===== src/rtl/rr_arb_mux.sv =====
// rr_arb_mux: M-channel arbitrated selector with a one-entry registered output.
// Optional build macro RRMUX_FORCE_SEL_EN adds force_en/force_sel grant override.
module rr_arb_mux #(
  parameter int N = 32,
  parameter int M = 4,
  localparam int SW = $clog2(M)
) (
  input  logic            clk,
  input  logic            rst,
  input  logic [M*N-1:0]  in_data,
  input  logic [M-1:0]    in_valid,
  output logic [M-1:0]    in_ready,
  input  logic            mode,
  output logic [N-1:0]    out_data,
  output logic            out_valid,
  input  logic            out_ready,
`ifdef RRMUX_FORCE_SEL_EN
  input  logic            force_en,
  input  logic [SW-1:0]   force_sel,
`endif
  output logic [SW-1:0]   out_sel
);

  logic [SW-1:0] r_ptr;
  logic [N-1:0]  r_data;
  logic [SW-1:0] r_sel;
  logic          r_valid;

  logic [SW-1:0] w_gnt;
  logic [SW-1:0] w_idx;
  logic          w_any;
  logic          w_force;
  logic          w_load;
  logic          w_xfer;

  assign w_load = !r_valid || out_ready;

  // Searches run high-to-low so the last hit is the highest priority.
  always_comb begin
    w_gnt   = '0;
    w_idx   = '0;
    w_any   = 1'b0;
    w_force = 1'b0;
    if (mode) begin
      for (int k = M; k >= 1; k--) begin
        w_idx = SW'((int'(r_ptr) + k) % M);
        if (in_valid[w_idx]) begin
          w_gnt = w_idx;
          w_any = 1'b1;
        end
      end
    end else begin
      for (int i = M - 1; i >= 0; i--) begin
        if (in_valid[i]) begin
          w_gnt = SW'(i);
          w_any = 1'b1;
        end
      end
    end
`ifdef RRMUX_FORCE_SEL_EN
    if (force_en) begin
      w_force = 1'b1;
      w_gnt   = force_sel;
      w_any   = (int'(force_sel) < M) && in_valid[force_sel];
    end
`endif
  end

  assign w_xfer   = w_load && w_any && !rst;
  assign in_ready = w_xfer ? (M'(1) << w_gnt) : '0;

  always_ff @(posedge clk) begin
    if (rst) begin
      r_ptr   <= SW'(M - 1);
      r_data  <= '0;
      r_sel   <= '0;
      r_valid <= 1'b0;
    end else if (w_xfer) begin
      r_data  <= in_data[int'(w_gnt)*N +: N];
      r_sel   <= w_gnt;
      r_valid <= 1'b1;
      if (mode && !w_force) r_ptr <= w_gnt;
    end else if (r_valid && out_ready) begin
      r_valid <= 1'b0;
    end
  end

  assign out_data  = r_data;
  assign out_sel   = r_sel;
  assign out_valid = r_valid;

endmodule


===== config.mk =====
export PLATFORM = sky130hd
export DESIGN_NAME = rr_arb_mux
export DESIGN_NICKNAME = d
export VERILOG_FILES = /design/src/rtl/rr_arb_mux.sv
export SDC_FILE = /design/constraint.sdc
export NUM_CORES = 1
export LEC_CHECK = 0
export ABC_AREA = 1
export ABC_CLOCK_PERIOD_IN_PS = 1900
export CAP_MARGIN = 40
export CORE_AREA = 5 5 93 95
export DETAILED_ROUTE_END_ITERATION = 10
export DIE_AREA = 0 0 98 100
export GPL_ROUTABILITY_DRIVEN = 1
export MAX_ROUTING_LAYER = met4
export PLACE_DENSITY_LB_ADDON = 0.2
export SKIP_CTS_REPAIR_TIMING = 1
export SLEW_MARGIN = 25
export SYNTH_ARGS = -nofsm -noshare
export SYNTH_HDL_FRONTEND = slang
export SYNTH_SLANG_ARGS = --single-unit

===== constraint.sdc =====
create_clock -name clk -period 1.9 [get_ports clk]
set_input_delay 0.285 -clock clk [delete_from_list [all_inputs] [get_ports clk]]
set_output_delay 0.285 -clock clk [all_outputs]
set_load 0.005 [all_outputs]

==> results of run 1 <==
[logic make-up (layout without fill, tap and decap cells)]
family | count (synthesis) | in the layout | synth area share
simple gates | 374 | 374 | 0.590
buf+inv | 64 | 252 | 0.116
flops | 37 | 37 | 0.268
compound gates | 13 | 13 | 0.0254
[critical path: cells and delay by family, from the launching register on]
family / cells / cell delay (ps)
buffers and inverters: 4 / 380
flip-flops: 1 / 380
AND/OR/NAND/NOR: 9 / 820
[power by group through the flow]
stage / sequential, uW / clock, uW / combinational [uW]
after detailed placement: 1000 / 0 / 1430
after CTS: 987 / 715 / 1430
after floorplan: 1010 / 0 / 679
after global placement: 997 / 0 / 1410
after global routing: 1000 / 757 / 1790
final: 985 / 703 / 1660
[per-layer routing]
layer | GRT usage | up-vias | share of wire
met5 | - | - | 0
met1 | 0.255 | 1741 | 0.40
li1 | - | 1935 | -
met3 | 0.0688 | 22 | 0.10
met2 | 0.375 | 202 | 0.48
met4 | 0.0415 | 0 | 0.020
[metrics by stage]
step                TNS (ps)  instances
floorplan                  0        488
detailed placement    -21320        758
global route           -4710        778
finish                 -1360        778
global placement      -19120        758
CTS                   -13970        766
[worst min-delay path by stage]
stage / cells after the start / endpoint
after floorplan: 2 / r_ptr[0]
after global placement: 2 / out_data[3]
after detailed placement: 2 / out_sel[0]
after CTS: 2 / out_sel[0]
after global routing: 2 / out_sel[0]
final: 2 / out_sel[0]
[layout by cell type (no fill, tap or decap), types with 3 or more instances in the layout]
cell type,instances
clkdlybuf4s50_1,166
buf_4,25
clkbuf_8,6
nor2_1,56
inv_2,5
inv_4,3
nand2_1,173
o21ai_0,3
dfxtp_1,35
clkbuf_16,4
a21oi_1,5
buf_6,4
dlymetal6s2s_1,4
nand3_1,122
inv_1,24
buf_2,3
nand3_2,7
nand2_2,4
[registers in the layout, summed over array words and instances (netlist names)]
register / flops
out_sel: 2
out_valid: 1
out_data: 32
r_ptr: 2
[layout make-up]
class                           instances  area, sq um
Fill cell                             684         2570
Inverter                               33          131
Clock inverter                          1         30.0
Sequential cell                        37          746
Multi-Input combinational cell        387         1790
Timing Repair Buffer                  211         2170
Clock buffer                            7         86.3
Tap cell                              102          128
==> results by stage, run 1 <==
Placed design:
- The placed wire-length estimate is about 8 mm.
- The area after detailed placement is 4650 sq um.
- The count of input and output buffers is 174.
- Routability-driven placement finished with a final weighted congestion of about 0.91.
- Prior to clock tree synthesis, the placed netlist has a worst setup slack of -765 ps.

Yosys:
- Counting distinct cell types in the post-synthesis netlist gives 25.
- In this run, synthesis inferred 0 flip-flops with an integrated enable.
- During synthesis, Yosys emitted a total of 0 warnings.
- Counting flops with an async set or reset pin after synthesis yields a share of 0.
- The cell area after technology mapping is 2760 sq um.
- The main flop type after synthesis is dfxtp_1.
- Counting every net in the synthesized netlist gives ~620.
- The post-synthesis cell count is just under 500.
- The most frequent cell after synthesis is nand2_1.
- The register bit count reported by yosys is 37.
- The area fraction of the dominant cell type after synthesis is 0.268.
- The cell taking the most area after synthesis is dfxtp_1.
- Averaged over all synthesized cells, the footprint is between 5 and 6 sq um.
- The share of the Yosys chip area taken by registers is 0.268.
- By area the synthesized netlist is led by dfxtp_1 (27%), nand2_1 (24%), nand3_1 (23%).
- Ranked by instance count, the synthesized netlist is headed by nand2_1 (177), nand3_1 (128), nor2_1 (58).

CTS:
- The clock-pin slew of the registers on the worst-case setup and hold paths is approximately 70 ps.
- Buffers inserted during clock tree synthesis total 5.
- The deepest level of the CTS H-tree is 2.
- The worst-case clock buffer depth is 2.
- In this run the clock root is driven by a clkbuf_8.
- The worst-skew pair later-pin latency is around 280 ps.
- TritonCTS built the clock tree.
- CTS saw 37 sinks.

Timing:
- The share of the clock period used by the worst path after layout is 1.14.
- In the post-route analysis, the smallest setup slack over all paths is -263 ps.
- Derived from the worst setup path, the maximum achievable clock frequency is around 460 MHz.
- The worst hold margin is about 470 ps.
- The clock period minus final worst setup slack is ~2200 ps.
- The worst pin sits at a relative slew slack of 0.659.
- The worst clock skew is between 5 and 6 ps.
- Setup repair after global routing could not meet its margin everywhere.
- The slew of the pin with the lowest slew margin is approximately 500 ps.
- The count of final hold-check violations is 0.
- The count of endpoints failing setup in the final report is 21.
- The max-slew violation count is 0.

Drt:
- In the final routed layout, each cell accounts on average for ~16 um.
- In this run, the number of DRC markers left after iteration 0 of detailed routing was ~130.
- Using the TritonRoute via totals, the vias-per-cell ratio works out to around 5.0.
- The count of unresolved DRC violations after routing is 0.
- The routed design has approximately 12 mm of wire.
- The detail route stage leaves a number of antenna-violating nets equal to 0.
- The detailed router placed approximately 4000 vias in this run.
- The length of the first detailed-routing pass in iterations is 5.

Worst setup path:
- STA classifies the critical path endpoint as an output pin.
- The startpoint-to-endpoint class of the critical path is reg -> out.
- The most critical setup path has its startpoint at r_ptr[0].
- The kind of launch point of the worst setup path is a register.
- The data arrival time of the worst path is ~1900 ps.
- The cell type of the slowest stage on the worst timing path is dfxtp_4.
- For this run, the slowest stage of the critical path takes 380 ps.
- The number of cells on the worst reg-to-reg path is 15.
- The signal on the critical path passes through buf_6 -> nand2_2 -> nand3_2 -> nand2_1 -> inv_1 -> nand2_1 -> nand2_1 -> nand2_1 -> nand3_2 -> nand2_4 -> inv_4 -> nor3_4 -> buf_2.
- In this run the worst setup path terminates at in_ready[0].
- The start of the worst register-to-register path is r_ptr[0].
- Along the worst path, the maximum fanout reaches 6.
- The critical path data required time is about 1600 ps.
- The destination of the worst register-to-register timing path is out_data[16].
- By instance count, the cell type seen most on the critical path is nand2_1.
- The register-to-register path setup slack is -60 ps.

Floorplan:
- The die is 100 um tall.
- The die footprint is 9800 sq um.
- The starting density of the core is 0.361.
- The horizontal extent of the die is slightly below 100 um.
- Row generation in the floorplan step produced 32 rows.
- The region available for standard cell placement spans between 7000 and 8000 sq um.
- The I/O pin total is 175.

Global routing:
- The maximum number of pins on one net before global-route repair is 48.
- The initial antenna violation count was 0.
- For this run, the total global-route usage over all layers was measured as 0.219.
- The wire length of the first global-routing pass is between 15 and 20 mm.
- The via count of the first global-routing pass is 3717.
- The total overflow reported by the global router is 0.

Hold path:
- In this run the most critical hold path is launched from out_sel[0].
- The path category of the worst min-delay check is reg -> reg.

Finish:
- The ratio of cells with drive above 1 in the final layout is 0.120.
- The final-stage net count is slightly above 800.
- The layout overhead on the synthesized area is 83.9%.
- The design area is ~5000 sq um.
- The core utilization of the finished layout is 0.664.
- The diode insertion count for antenna repair is 0.

Run:
- The tool flagged a number of max-cap violations equal to 0.

Power and ir drop:
- The share of total power dissipated in sequential elements is 0.295.
- The total power draw is between 3000 and 4000 uW.
- The net switching share of the total power is 0.333.
- The clock group share of total power is 0.210.
- The internal power of the cells totals 2230 uW.
- For this design the total switching power over the nets is between 1000 and 1500 uW.
- The power density over the cells is between 600 and 700 nW/um^2.
- The proportion of power drawn by combinational gates is 0.495.
- The static leakage power is 0.00240 uW.
- IR analysis of the VDD net gives a maximum drop of around 0.30 mV.

Status:
- The final reports fail on negative setup slack.
- The run finished, with violations left.
Power figures use the tool's default switching activity.
==> run 2, diff against run 1 <==
--- a/config.mk
+++ b/config.mk
@@ -6,11 +6,11 @@
 export NUM_CORES = 1
 export LEC_CHECK = 0
 export ABC_AREA = 1
-export ABC_CLOCK_PERIOD_IN_PS = 1900
+export ABC_CLOCK_PERIOD_IN_PS = 2800
 export CAP_MARGIN = 40
-export CORE_AREA = 5 5 93 95
+export CORE_AREA = 5 5 69 118
 export DETAILED_ROUTE_END_ITERATION = 10
-export DIE_AREA = 0 0 98 100
+export DIE_AREA = 0 0 74 123
 export GPL_ROUTABILITY_DRIVEN = 1
 export MAX_ROUTING_LAYER = met4
 export PLACE_DENSITY_LB_ADDON = 0.2
==> constraint.sdc (replaced) <==
create_clock -name clk -period 2.8 [get_ports clk]
set_input_delay 0.42 -clock clk [delete_from_list [all_inputs] [get_ports clk]]
set_output_delay 0.42 -clock clk [all_outputs]
set_load 0.005 [all_outputs]
==> results by stage, run 2 (synthesized netlist as in run 1, its figures left out) <==
Power and ir drop:
- The design draws 2180 uW.
- The fraction of power consumed by sequential logic is 0.306.
- The static leakage power is 0.00227 uW.
- Of the total power, the clock network draws 0.261.
- Of the total power, the share spent switching nets is 0.326.
- For this design the ratio of total power to cell area is around 460 nW/um^2.
- Internal power comes to 1470 uW.
- The worst-case IR drop observed on VDD is around 0.24 mV.
- The proportion of power drawn by combinational gates is 0.433.
- The net switching power figure is about 700 uW.

Worst setup path:
- The destination of the worst register-to-register timing path is out_data[25].
- STA classifies the critical path startpoint as a primary input.
- For the worst setup path, the data arrival time is 2040 ps.
- The startpoint-to-endpoint class of the critical path is in -> out.
- The worst setup path endpoint is in_ready[0].
- In this run the worst setup path begins at in_valid[0].
- STA puts the critical path data required time at around 2400 ps.
- Along the worst path, the maximum fanout reaches 5.
- STA classifies the critical path endpoint as an output pin.
- The worst reg2reg path depth is 13.
- The setup check on the worst reg-to-reg path leaves a slack of between 500 and 600 ps.
- The worst register-to-register path begins at r_ptr[0].

Placed design:
- The placer's final routability congestion estimate is 0.941.
- The count of buffers added on input and output ports is 174.
- Summed over all nets, the half-perimeter wirelength after detailed placement is a little over 8 mm.

CTS:
- The worst-skew pair later-pin latency is roughly 270 ps.
- The H-tree was split into 2 levels.
- Counting along the longest clock path gives a buffer depth of 2.
- The number of buffers added by the clock tree synthesis step is 5.
- The buffer cell driving the clock tree root is clkbuf_16.
- The clock net in this run drives a total of 37 sinks.
- The clock-pin slew of the registers on the worst-case setup and hold paths is 50 ps.
- The TritonCTS clock tree is done.

Timing:
- The max-slew violation count is 0.
- Setup repair after global routing left no endpoint under its margin.
- For the pin with the worst max-slew slack, the measured transition is approximately 530 ps.
- Setup violations remaining at the end of the flow were counted as 0.
- Of the available clock period, the critical path in the final layout requires 0.877.
- The maximum achievable frequency is around 410 MHz.
- The headroom to the max-slew limit is 0.650.
- After layout, the minimum clock period comes to ~2500 ps.
- The clock arrives with a little over 4 ps of skew.
- The count of final hold-check violations is 0.

Floorplan:
- The I/O pin total is between 150 and 200.
- The die footprint is slightly above 9000 sq um.
- After floorplanning, the core was divided into between 40 and 50 placement rows.
- For this configuration, the core starts out at a cell density of 0.387.
- The die height is approximately 120 um.
- The total core area is between 7000 and 8000 sq um.
- From left edge to right edge, the die measures between 70 and 80 um.

Drt:
- The final route contains ~3700 vias.
- After the first detailed-routing iteration, the DRC count stood at around 240.
- The via density per instance is a little over 5.
- The first detailed-routing pass took 4 iterations.
- The number of nets still failing antenna checks after routing is 0.
- After detailed routing, the average wire length per cell comes to about 14 um.
- For this run, design rule violations remaining after detail routing come to 0.
- After detailed routing, the total wire length is 10.7 mm.

Finish:
- The number of flip-flops in the largest register is 32.
- The final-stage net count is a little under 800.
- Of the cells placed in the final design, the portion with a size suffix greater than 1 is 0.0654.
- The core utilization of the finished layout is 0.664.
- After filler insertion, the fill cell instance count of the layout stands at around 670.
- 0 antenna diodes ended up in the layout.
- The library cell used most frequently in the layout, excluding fill and tap cells, is nand2_1.
- Relative to the synthesized area, the layout overhead comes to 71.3%.
- Leaving out fill and tap cells, the most frequent cells in the layout are nand2_1 (177), clkdlybuf4s50_1 (170), nand3_1 (128), nor2_1 (58), dfxtp_1 (36).

Status:
- The run finished with clean final reports.

Global routing:
- The via count of the first global-routing pass came to approximately 3400.
- The total overflow reported by the global router is 0.
- The wire length of the first global-routing pass is about 16 mm.
- Entering global routing, the biggest net connects 48 pins.
- In the global route stage, overall resource usage came out at 0.229.
- The initial antenna violation count was 0.

Run:
- Max-cap violations in this run came to 0.

Hold path:
- The path category of the worst min-delay check is reg -> reg.
-- run 2: cell types whose count changed in the layout (fill, tap and decap cells not counted), moves of 2 or more --
cell	change
buf_12	-2
nand2_2	-4
nor3_1	+2
buf_16	-2
nand3_2	-6
clkbuf_8	-5
buf_2	-3
clkdlybuf4s50_1	+4
nor2_1	+2
nand2_1	+4
nand3_1	+6
buf_4	-7
buf_6	-4
-- run 2: cell type report --
type | instances | area [sq um] | area share
Clock buffer | 6 | 139 | 0.0293
Inverter | 33 | 131 | 0.0278
Multi-Input combinational cell | 387 | 1710 | 0.362
Tap cell | 86 | 108 | 0.0227
Timing Repair Buffer | 192 | 1890 | 0.399
Clock inverter | 2 | 13.8 | 0.00291
Sequential cell | 37 | 742 | 0.157
-- run 2: worst max-delay path, stage by stage --
cell,delay [ps]
clkdlybuf4s50_1,520
inv_2,50
nand2_1,110
nand3_1,90
nand2_1,90
inv_1,40
nand2_1,70
nand2_1,60
nand2_1,60
nand3_2,90
nand2_4,110
inv_4,40
nor3_1,120
dlymetal6s2s_1,160
-- run 2: stage by stage --
stage	instance area, sq um	TNS, ps	cells	worst slack, ps	hold slack, ps
6_report	4730	0	743	345	469
5_1_grt	4730	0	743	188	490
4_1_cts	4720	-96.7	743	-52.9	466
3_5_place_dp	4560	-73.3	735	-47.8	456
3_3_place_gp	4560	0	735	17.6	453
2_1_floorplan	2760	0	488	884	460
-- run 2: layer usage --
layer | vias to the layer above | part of all wire | GRT usage | wire length [um]
met2 | 151 | 0.52 | 0.409 | 5530
met1 | 1671 | 0.37 | 0.245 | 3960
met4 | 0 | 0.028 | 0.0873 | 301
met3 | 18 | 0.081 | 0.0415 | 858
li1 | 1894 | - | - | -
met5 | - | 0 | - | 0
-- run 2: power groups by stage --
| stage | clock (uW) | sequential (uW) | combinational (uW) |
|---|---|---|---|
| final | 570 | 669 | 945 |
| after floorplan | 0 | 683 | 461 |
| after detailed placement | 0 | 680 | 951 |
| after global routing | 605 | 681 | 1040 |
| after global placement | 0 | 675 | 934 |
| after CTS | 584 | 668 | 954 |
-- run 2: worst min path at each step --
stage                 start  slack, ps      endpoint  depth (start not counted)
6_report       out_data[12]        470  out_data[12]                          2
5_1_grt        out_data[11]        490  out_data[11]                          2
4_1_cts          out_sel[0]        470    out_sel[0]                          2
3_5_place_dp     out_sel[0]        460    out_sel[0]                          2
3_3_place_gp     out_sel[0]        450    out_sel[0]                          2
2_1_floorplan    out_sel[0]        460    out_sel[0]                          2
